File: src/rtl/alu_issue_ctrl.sv
// alu_issue_ctrl: EX-stage issue controller in front of a MIPS-style ALU.
// Decodes ALUOp class/funct into the 4-bit ALU op. Selects operand B as
// rt_data or imm16, with imm16 zero- or sign-extended. Registers the operands
// toward the ALU, waits ALU_LAT cycles, then captures dout/zero for writeback.
// Ports:
//   clk, rst                 clock, synchronous active-high reset
//   in_valid/in_ready        request handshake from decode
//   alu_class, funct         ALUOp class and R-type function field
//   rs_data, rt_data, imm16  operand sources; use_imm/zext_imm pick B
//   alu_a, alu_b, alu_op     registered drive to the ALU
//   alu_dout, alu_zero       ALU response
//   res_valid/res_ready      result handshake to writeback
//   result, zero, illegal    captured result, zero flag, decode failure
//   ovf                      signed overflow of add/sub
// Optional feature: define ALU_OVF_TRAP_EN to build overflow detection.
// When it is undefined, ovf is tied to 0.
module alu_issue_ctrl #(
  parameter int unsigned WIDTH   = 32,
  parameter int unsigned ALU_LAT = 1
) (
  input  logic             clk,
  input  logic             rst,
  input  logic             in_valid,
  output logic             in_ready,
  input  logic [1:0]       alu_class,
  input  logic [5:0]       funct,
  input  logic [WIDTH-1:0] rs_data,
  input  logic [WIDTH-1:0] rt_data,
  input  logic [15:0]      imm16,
  input  logic             use_imm,
  input  logic             zext_imm,
  output logic [WIDTH-1:0] alu_a,
  output logic [WIDTH-1:0] alu_b,
  output logic [3:0]       alu_op,
  input  logic [WIDTH-1:0] alu_dout,
  input  logic             alu_zero,
  output logic             res_valid,
  input  logic             res_ready,
  output logic [WIDTH-1:0] result,
  output logic             zero,
  output logic             illegal,
  output logic             ovf
);

  localparam int unsigned CNT_W = (ALU_LAT < 2) ? 1 : $clog2(ALU_LAT + 1);
  localparam int unsigned IMM_W = 16;

  typedef enum logic [1:0] {S_IDLE, S_WAIT, S_DONE} state_t;

  state_t           state, state_nxt;
  logic [CNT_W-1:0] cnt;
  logic             accept_c, capture_c, legal_c;
  logic [3:0]       op_c;
  logic [WIDTH-1:0] b_sel_c;

  // Decode of ALUOp class / funct.
  always_comb begin
    legal_c = 1'b1;
    op_c    = 4'b0000;
    case (alu_class)
      2'b00: op_c = 4'b0010;
      2'b01: op_c = 4'b0110;
      2'b10: begin
        case (funct)
          6'b100000, 6'b100001: op_c = 4'b0010;
          6'b100010, 6'b100011: op_c = 4'b0110;
          6'b100100:            op_c = 4'b0000;
          6'b100101:            op_c = 4'b0001;
          6'b100111:            op_c = 4'b1100;
          6'b100110:            op_c = 4'b1101;
          default:              legal_c = 1'b0;
        endcase
      end
      default: legal_c = 1'b0;
    endcase
  end

  // Operand B selection with immediate extension.
  always_comb begin
    b_sel_c = rt_data;
    if (use_imm) begin
      if (zext_imm) b_sel_c = {{(WIDTH-IMM_W){1'b0}}, imm16};
      else          b_sel_c = {{(WIDTH-IMM_W){imm16[IMM_W-1]}}, imm16};
    end
  end

  // A pop in DONE frees the slot on the same edge.
  assign in_ready  = !rst && ((state == S_IDLE) || ((state == S_DONE) && res_ready));
  assign accept_c  = in_valid && in_ready;
  assign capture_c = (state == S_WAIT) && (cnt == CNT_W'(1));

  always_ff @(posedge clk) begin
    if (rst) state <= S_IDLE;
    else     state <= state_nxt;
  end

  always_comb begin
    state_nxt = state;
    case (state)
      S_IDLE: if (accept_c) state_nxt = legal_c ? S_WAIT : S_DONE;
      S_WAIT: if (capture_c) state_nxt = S_DONE;
      S_DONE: begin
        if (res_ready) begin
          if (accept_c) state_nxt = legal_c ? S_WAIT : S_DONE;
          else          state_nxt = S_IDLE;
        end
      end
      default: state_nxt = S_IDLE;
    endcase
  end

  // res_valid tracks the registered DONE state.
  always_ff @(posedge clk) begin
    if (rst) res_valid <= 1'b0;
    else     res_valid <= (state_nxt == S_DONE);
  end

  // Operand, latency counter and result registers.
  always_ff @(posedge clk) begin
    if (rst) begin
      alu_a   <= '0;
      alu_b   <= '0;
      alu_op  <= 4'b0000;
      cnt     <= '0;
      result  <= '0;
      zero    <= 1'b0;
      illegal <= 1'b0;
    end else begin
      if (accept_c && legal_c) begin
        alu_a  <= rs_data;
        alu_b  <= b_sel_c;
        alu_op <= op_c;
        cnt    <= CNT_W'(ALU_LAT);
      end else if (state == S_WAIT && !capture_c) begin
        cnt <= cnt - CNT_W'(1);
      end
      if (capture_c) begin
        result  <= alu_dout;
        zero    <= alu_zero;
        illegal <= 1'b0;
      end else if (accept_c && !legal_c) begin
        result  <= '0;
        zero    <= 1'b0;
        illegal <= 1'b1;
      end
    end
  end

`ifdef ALU_OVF_TRAP_EN
  // Only trapping add/sub (not addu/subu or class 00/01) can flag overflow.
  typedef enum logic [1:0] {OK_NONE, OK_ADD, OK_SUB} ovf_kind_t;

  ovf_kind_t ovf_kind, ovf_kind_c;
  logic      ovf_r, ovf_c;
  logic      sa, sb, sd;

  always_comb begin
    ovf_kind_c = OK_NONE;
    if (alu_class == 2'b10) begin
      if (funct == 6'b100000)      ovf_kind_c = OK_ADD;
      else if (funct == 6'b100010) ovf_kind_c = OK_SUB;
    end
  end

  assign sa = alu_a[WIDTH-1];
  assign sb = alu_b[WIDTH-1];
  assign sd = alu_dout[WIDTH-1];

  always_comb begin
    ovf_c = 1'b0;
    case (ovf_kind)
      OK_ADD:  ovf_c = (sa == sb) && (sd != sa);
      OK_SUB:  ovf_c = (sa != sb) && (sd != sa);
      default: ovf_c = 1'b0;
    endcase
  end

  always_ff @(posedge clk) begin
    if (rst) begin
      ovf_kind <= OK_NONE;
      ovf_r    <= 1'b0;
    end else begin
      if (accept_c && legal_c) ovf_kind <= ovf_kind_c;
      if (capture_c)                    ovf_r <= ovf_c;
      else if (accept_c && !legal_c)    ovf_r <= 1'b0;
    end
  end

  assign ovf = ovf_r;
`else
  assign ovf = 1'b0;
`endif

endmodule

File: config.mk
export PLATFORM = sky130hd
export DESIGN_NAME = alu_issue_ctrl
export DESIGN_NICKNAME = d
export VERILOG_FILES = /design/src/rtl/alu_issue_ctrl.sv
export SDC_FILE = /design/constraint.sdc
export NUM_CORES = 1
export LEC_CHECK = 0
export ABC_CLOCK_PERIOD_IN_PS = 2500
export CAP_MARGIN = 30
export CORE_UTILIZATION = 39
export CTS_BUF_LIST = sky130_fd_sc_hd__clkbuf_2 sky130_fd_sc_hd__clkbuf_4 sky130_fd_sc_hd__clkbuf_8
export DETAILED_ROUTE_END_ITERATION = 16
export PLACE_DENSITY = 0.87
export SETUP_SLACK_MARGIN = 0.4
export SYNTH_ARGS = -nofsm -noshare
export SYNTH_HDL_FRONTEND = slang
export SYNTH_SLANG_ARGS = --single-unit
File: constraint.sdc
create_clock -name clk -period 2.5 [get_ports clk]
set_clock_uncertainty 0.15 [all_clocks]
set_input_delay 0.25 -clock clk [delete_from_list [all_inputs] [get_ports clk]]
set_output_delay 0.25 -clock clk [all_outputs]
set_load 0.01 [all_outputs]
==> flow_metrics.env, run 1 <==
export IMPL_dieArea_um2=10300
export IMPL_yosys_register_bits=106
export IMPL_cp_top_family="buffers and inverters"
export IMPL_required_ps=2610
export IMPL_period_needed_ps=2110
export IMPL_grt_pass1_wl_um=17600
export IMPL_rows=36
export IMPL_fmax_mhz=475
export IMPL_cts_made_buffers=9
export IMPL_ys_warn_count=0
export IMPL_crit_path_max_incr_delay_ps=570
export IMPL_placed_area_um2=6340
export IMPL_htree_levels=3
export IMPL_placed_cells=752
export IMPL_via_per_inst=5.01
export IMPL_fin_ws_ps=394
export IMPL_holdBufCountCts=0
export IMPL_slowest_stage="or4b_4"
export IMPL_grt_overflow=0
export IMPL_p_comb_share_pct=19.4
export IMPL_syn_to_final_growth_pct=71.1
export IMPL_design_core_area_um2=9680
export IMPL_crit_path_start_kind="primary input"
export IMPL_initialDrtViolationCount=117
export IMPL_p_clk_share_pct=29.3
export IMPL_initial_utilization_pct=40.0
export IMPL_gp_congestion=0.754
export IMPL_slew_headroom_pct=55.7
export IMPL_power_density_nw_per_um2=532
export IMPL_critPathArrivalTime_ps=2220
export IMPL_antennaDiodeCount=0
export IMPL_syn_cell_area_um2=3870
export IMPL_setup_violations=0
export IMPL_layout_nets=760
export IMPL_min_path_type="primary input to flip-flop"
export IMPL_worst_pin_slew_ps=663
export IMPL_clk_latency_ps=350
export IMPL_grt_max_degree=45
export IMPL_fin_total_pwr_mw=3.53
export IMPL_slew_viol_final=0
export IMPL_synth_net_count=537
export IMPL_worstPathMaxFanout=12
export IMPL_cts_max_path_buffers=2
export IMPL_total_leakage_power_nw=2.40
export IMPL_cts_tree="done"
export IMPL_die_height_um=102
export IMPL_avgSynthCellArea_um2=9.45
export IMPL_timing_final_hold_violations=0
export IMPL_crit_chain="clkdlybuf4s50_1 -> or4b_4 -> a2111oi_4 -> buf_6 -> clkbuf_16 -> nor2_1 -> a311oi_1"
export IMPL_port_buffer_count=230
export IMPL_io_pin_count=232
export IMPL_p_sw_mw=0.919
export IMPL_track_usage_pct=21.6
export IMPL_synth_edff_count=0
export IMPL_finalCritPeriodShare_pct=84.2
export IMPL_worst_path_buf_inv=3
export IMPL_synthFlopType="dfxtp_1"
export IMPL_cts_clk_slew_worst_paths_ps=100
export IMPL_drc=0
export IMPL_synth_seq_area_share_pct=54.8
export IMPL_fin_cells=771
export IMPL_fin_util_pct=68.4
export IMPL_wirelength_um=11800
export IMPL_p_int_mw=2.61
export IMPL_grt_pass1_vias=3735
export IMPL_ir_worst_vdd_mv=0.385
export IMPL_yosysUniqueCellTypes=27
export IMPL_setup_tns_ps=0
export IMPL_clock_root_buffer="clkbuf_8"
export IMPL_design_area_um2=6630
export IMPL_power_frac_seq_pct=51.4
export IMPL_cts_sinks=106
export IMPL_critPathCaptureType="flip-flop"
export IMPL_status="finished, final reports clean"
export IMPL_rsz0062_at_grt="yes"
export IMPL_pre_cts_ws_ps=-57.2
export IMPL_syn_inst=410
export IMPL_wl_per_cell_um=15.3
export IMPL_vias=3861
export IMPL_drtPass1Iterations=4
export IMPL_hpwlAfterDp_um=8600
export IMPL_hold_slack_ps=162
export IMPL_drive_gt1_share_pct=6.58
export IMPL_grt_antenna_before_repair=0
export IMPL_cap_violations=0
export IMPL_detail_route_antenna_nets=0
export IMPL_sw_frac_of_total_pct=26.0
export IMPL_setup_worst_path_class="primary input to flip-flop"
export IMPL_die_width_um=102
export IMPL_synth_async_reset_ratio_pct=0
registers in the layout (all words and copies together) (netlist names):
register	cells
alu_a	32
alu_b	32
alu_op	4
cnt	1
illegal	1
res_valid	1
result	32
state	2
zero	1
worst paths after layout:
check / start / end / cells past startpoint / slack [ps]
worst max-delay path: funct[3] / alu_b[30] / 7 / 390
worst min-delay path: rst / cnt / 2 / 160
worst max register to register: state[0] / alu_b[30] / 6 / 520
worst min register to register: alu_a[6] / alu_a[6] / 2 / 310
cell families after synthesis:
logic type | after synthesis | share of synthesized area, %
and+or+nand+nor | 140 | 15.9
DFF | 106 | 54.8
buffers and inverters | 36 | 3.68
AOI/OAI and AO/OA | 110 | 21.2
muxes | 16 | 4.13
xor gates and xnor gates | 1 | 0.226
other | 1 | 0.0968
power groups by stage:
stage | logic [mW] | clock network [mW] | registers [mW]
finish | 0.683 | 1.03 | 1.81
detailed placement | 0.665 | 0 | 1.85
global placement | 0.646 | 0 | 1.85
CTS | 0.675 | 1.07 | 1.81
floorplan | 0.215 | 0 | 1.88
global route | 0.733 | 1.14 | 1.82
per-layer routing:
layer,wire length [um],vias to the layer above,global-route usage (%)
met3,941,19,6.76
met1,4650,1803,23.3
met2,6000,154,39.6
met5,0,-,0
li1,-,1885,-
met4,176,0,7.58
cell type report:
cell class                      count  area [um^2]
Clock buffer                       11          151
Inverter                            1         3.75
Multi-Input combinational cell    268         1630
Tap cell                          133          166
Sequential cell                   106         2120
Fill cell                         753         3060
Timing Repair Buffer              247         2510
Clock inverter                      5         45.0
synth_stat cells (3+ instances only):
library cell | instances | area (um^2)
dfxtp_1 | 106 | 2120
nand2_1 | 68 | 255
nor2_1 | 38 | 143
a21oi_1 | 36 | 180
a22o_1 | 33 | 289
clkbuf_1 | 31 | 116
nand2b_1 | 20 | 125
a211oi_1 | 17 | 128
a311oi_1 | 16 | 140
mux2i_1 | 16 | 160
nor3_1 | 5 | 25.0
a221oi_1 | 3 | 26.3
buf_2 | 3 | 15.0
nand3b_1 | 3 | 22.5
timing repair:
action,4_1_cts,5_1_grt
gates cloned,1,1
endpoints found under the hold margin,0,0
pin swaps,1,0
setup buffers,1,0
setup endpoints to repair,21,49
gates resized for setup,1,6
cells in the final DEF (no fill, tap or decap), types with 2 or more instances in the layout:
master,netlist,layout
a22o_1,33,33
nor2_1,38,37
nand3b_1,3,3
clkdlybuf4s50_1,0,228
clkinv_4,0,2
o21ai_0,2,2
nand3_1,2,2
clkbuf_8,0,11
a311oi_1,16,16
mux2i_1,16,16
nor3_1,5,5
a211oi_2,1,2
buf_12,0,2
dfxtp_1,106,106
buf_4,1,9
a221oi_1,3,3
a211oi_1,17,15
a21oi_1,36,35
nand2b_1,20,20
nand2_1,68,68
buf_6,0,4
Power figures use the tool's default switching activity.
==> inputs of run 2 (changes only) <==
--- a/config.mk
+++ b/config.mk
@@ -5,12 +5,12 @@
 export SDC_FILE = /design/constraint.sdc
 export NUM_CORES = 1
 export LEC_CHECK = 0
-export ABC_CLOCK_PERIOD_IN_PS = 2500
+export ABC_CLOCK_PERIOD_IN_PS = 1800
 export CAP_MARGIN = 30
-export CORE_UTILIZATION = 39
+export CORE_UTILIZATION = 35
 export CTS_BUF_LIST = sky130_fd_sc_hd__clkbuf_2 sky130_fd_sc_hd__clkbuf_4 sky130_fd_sc_hd__clkbuf_8
 export DETAILED_ROUTE_END_ITERATION = 16
-export PLACE_DENSITY = 0.87
+export PLACE_DENSITY = 0.83
 export SETUP_SLACK_MARGIN = 0.4
 export SYNTH_ARGS = -nofsm -noshare
 export SYNTH_HDL_FRONTEND = slang
==> constraint.sdc (replaced) <==
create_clock -name clk -period 1.8 [get_ports clk]
set_clock_uncertainty 0.15 [all_clocks]
set_input_delay 0.18 -clock clk [delete_from_list [all_inputs] [get_ports clk]]
set_output_delay 0.18 -clock clk [all_outputs]
set_load 0.01 [all_outputs]
==> run 2 against run 1 <==
Sequential power is 39% higher. Register-to-register slack got worse by 510 ps. Largest cell class unchanged. Clock power up 40%. Hold slack got worse by 100 ps. Cell area rose by 24%. Critical endpoint is now alu_b[6]. Utilization up 7.6 points. Non-clock buffer count rose by 50. Via count rose by 9.2%. Total power is 51% higher. Flip-flop and latch count unchanged. Cell count increased by 7.5%. First-iteration DRC count up 52%.
==> flow_metrics.env, run 2 (synthesis results as in run 1) <==
export IMPL_fin_ws_ps=10.6
export IMPL_ff_latch_area_um2=2120
export IMPL_fillers=664
export IMPL_ff2ff_path_depth=8
export IMPL_initialDrtViolationCount=178
export IMPL_die_width_um=107
export IMPL_grt_max_degree=41
export IMPL_fin_util_pct=76.0
export IMPL_wirelength_um=14800
export IMPL_worst_pin_slew_ps=505
export IMPL_pre_cts_ws_ps=-662
export IMPL_detail_route_antenna_nets=0
export IMPL_slowest_stage="a2111oi_4"
export IMPL_drtPass1Iterations=4
export IMPL_via_per_inst=5.09
export IMPL_r2r_start="state[0]"
export IMPL_slew_viol_final=0
export IMPL_wl_per_cell_um=17.8
export IMPL_cts_sinks=106
export IMPL_drc=0
export IMPL_setup_worst_path_class="flip-flop to flip-flop"
export IMPL_grt_pass1_vias=3987
export IMPL_gp_congestion=0.755
export IMPL_ir_worst_vdd_mv=0.448
export IMPL_fin_total_pwr_mw=5.31
export IMPL_cts_made_buffers=9
export IMPL_crit_path_start_kind="flip-flop"
export IMPL_slew_headroom_pct=66.3
export IMPL_critPathArrivalTime_ps=1920
export IMPL_rsz0062_at_grt="yes"
export IMPL_cpMostUsedCell="buf_12"
export IMPL_holdBufCountCts=0
export IMPL_rows=38
export IMPL_min_path_type="primary input to flip-flop"
export IMPL_rrSetupSlack_ps=10
export IMPL_setup_tns_ps=0
export IMPL_total_leakage_power_nw=4.79
export IMPL_grt_overflow=0
export IMPL_worstPathMaxFanout=4
export IMPL_die_height_um=107
export IMPL_crit_chain="nand2b_4 -> a2111oi_4 -> buf_4 -> buf_6 -> buf_12 -> buf_12 -> nor2_1 -> a211oi_1"
export IMPL_setup_violations=0
export IMPL_finalCritPeriodShare_pct=99.4
export IMPL_io_pin_count=232
export IMPL_drive_gt1_share_pct=28.6
export IMPL_htree_levels=3
export IMPL_cts_max_path_buffers=2
export IMPL_cts_clk_slew_worst_paths_ps=90
export IMPL_hpwlAfterDp_um=8780
export IMPL_multi_input_area_um2=2160
export IMPL_critPathCaptureType="flip-flop"
export IMPL_cts_tree="done"
export IMPL_power_density_nw_per_um2=647
export IMPL_clock_root_buffer="clkbuf_8"
export IMPL_design_core_area_um2=10800
export IMPL_syn_to_final_growth_pct=112
export IMPL_vias=4216
export IMPL_track_usage_pct=21.8
export IMPL_port_buffer_count=230
export IMPL_crit_path_start="state[0]"
export IMPL_layout_commonest_cell="clkdlybuf4s50_1"
export IMPL_hold_slack_ps=57.4
export IMPL_grt_antenna_before_repair=2
export IMPL_crit_end="alu_b[6]"
export IMPL_period_needed_ps=1790
export IMPL_timing_final_hold_violations=0
export IMPL_r2r_end="alu_b[6]"
export IMPL_clk_latency_ps=370
export IMPL_crit_path_max_incr_delay_ps=370
export IMPL_mostFrequentLayoutCells="clkdlybuf4s50_1, dfxtp_1, dlymetal6s2s_1"
export IMPL_cap_violations=0
export IMPL_required_ps=1930
export IMPL_status="finished, final reports clean"
export IMPL_fmax_mhz=559
export IMPL_biggestRegsByFlops="alu_a x32, alu_b x32, result x32"
export IMPL_grt_pass1_wl_um=19500
export IMPL_layout_nets=810
export IMPL_dieArea_um2=11500
export IMPL_initial_utilization_pct=35.9
==> run 2: cell types whose count changed in the layout (fill, tap and decap cells not counted), sizes merged, moves of 2 or more <==
cell	previous run	this run
buf	16	63
dlygate4sd2	1	3
clkdlybuf4s50	228	121
clkdlybuf4s15	0	3
clkbuf	12	25
inv	3	1
dlymetal6s2s	0	96
==> run 2: how the worst min path moves through the flow <==
stage                             from  cells past startpoint   endpoint  slack [ps]
after CTS                 alu_class[0]                      3  alu_op[2]          50
after floorplan               funct[1]                      2  alu_op[3]         150
after global routing          funct[4]                      5  alu_op[3]          90
after detailed placement     alu_a[24]                      2  alu_a[24]         300
after global placement        alu_a[4]                      2   alu_a[4]         290
final                     alu_class[0]                      3  alu_op[2]          60
==> run 2: cell type report <==
class / instances / area share [%]
Inverter: 1 / 0.0457
Antenna cell: 1 / 0.0305
Tap cell: 140 / 2.13
Timing Repair Buffer: 297 / 43.2
Clock buffer: 14 / 2.20
Clock inverter: 2 / 0.122
Multi-Input combinational cell: 268 / 26.3
Sequential cell: 106 / 25.9
==> run 2: critical path, delay by kind of cell (launching register included) <==
kind                   cells  cell delay, ps
and+or+nand+nor            2             190
DFF                        1             330
AOI/OAI and AO/OA          2             560
buffers and inverters      4             480
==> run 2: routing by layer <==
metal	GRT usage (%)	wire, um	vias up
li1	-	-	1996
met1	24.5	5680	2002
met2	37.9	7530	178
met3	7.23	1060	38
met4	8.90	470	2
met5	0	13	-
==> run 2: stage by stage <==
stage          instances  cell area (um^2)
2_1_floorplan        410              3970
3_3_place_gp         767              6460
3_5_place_dp         768              6490
4_1_cts              810              7160
5_1_grt              829              8210
6_report             829              8210
==> run 2: repair_timing <==
action                     4_1_cts  5_1_grt
pin swaps                       15       83
resized for setup               70      229
setup endpoints to repair      210      206
setup buffers                   20        6
cloned                           6       12
==> run 2: power breakdown <==
group          internal [mW]  switching (mW)  leakage (nW)  total, mW
clock network          0.646           0.792         0.103       1.44
logic                  0.795           0.558          3.82       1.35
registers               2.46          0.0671         0.863       2.52
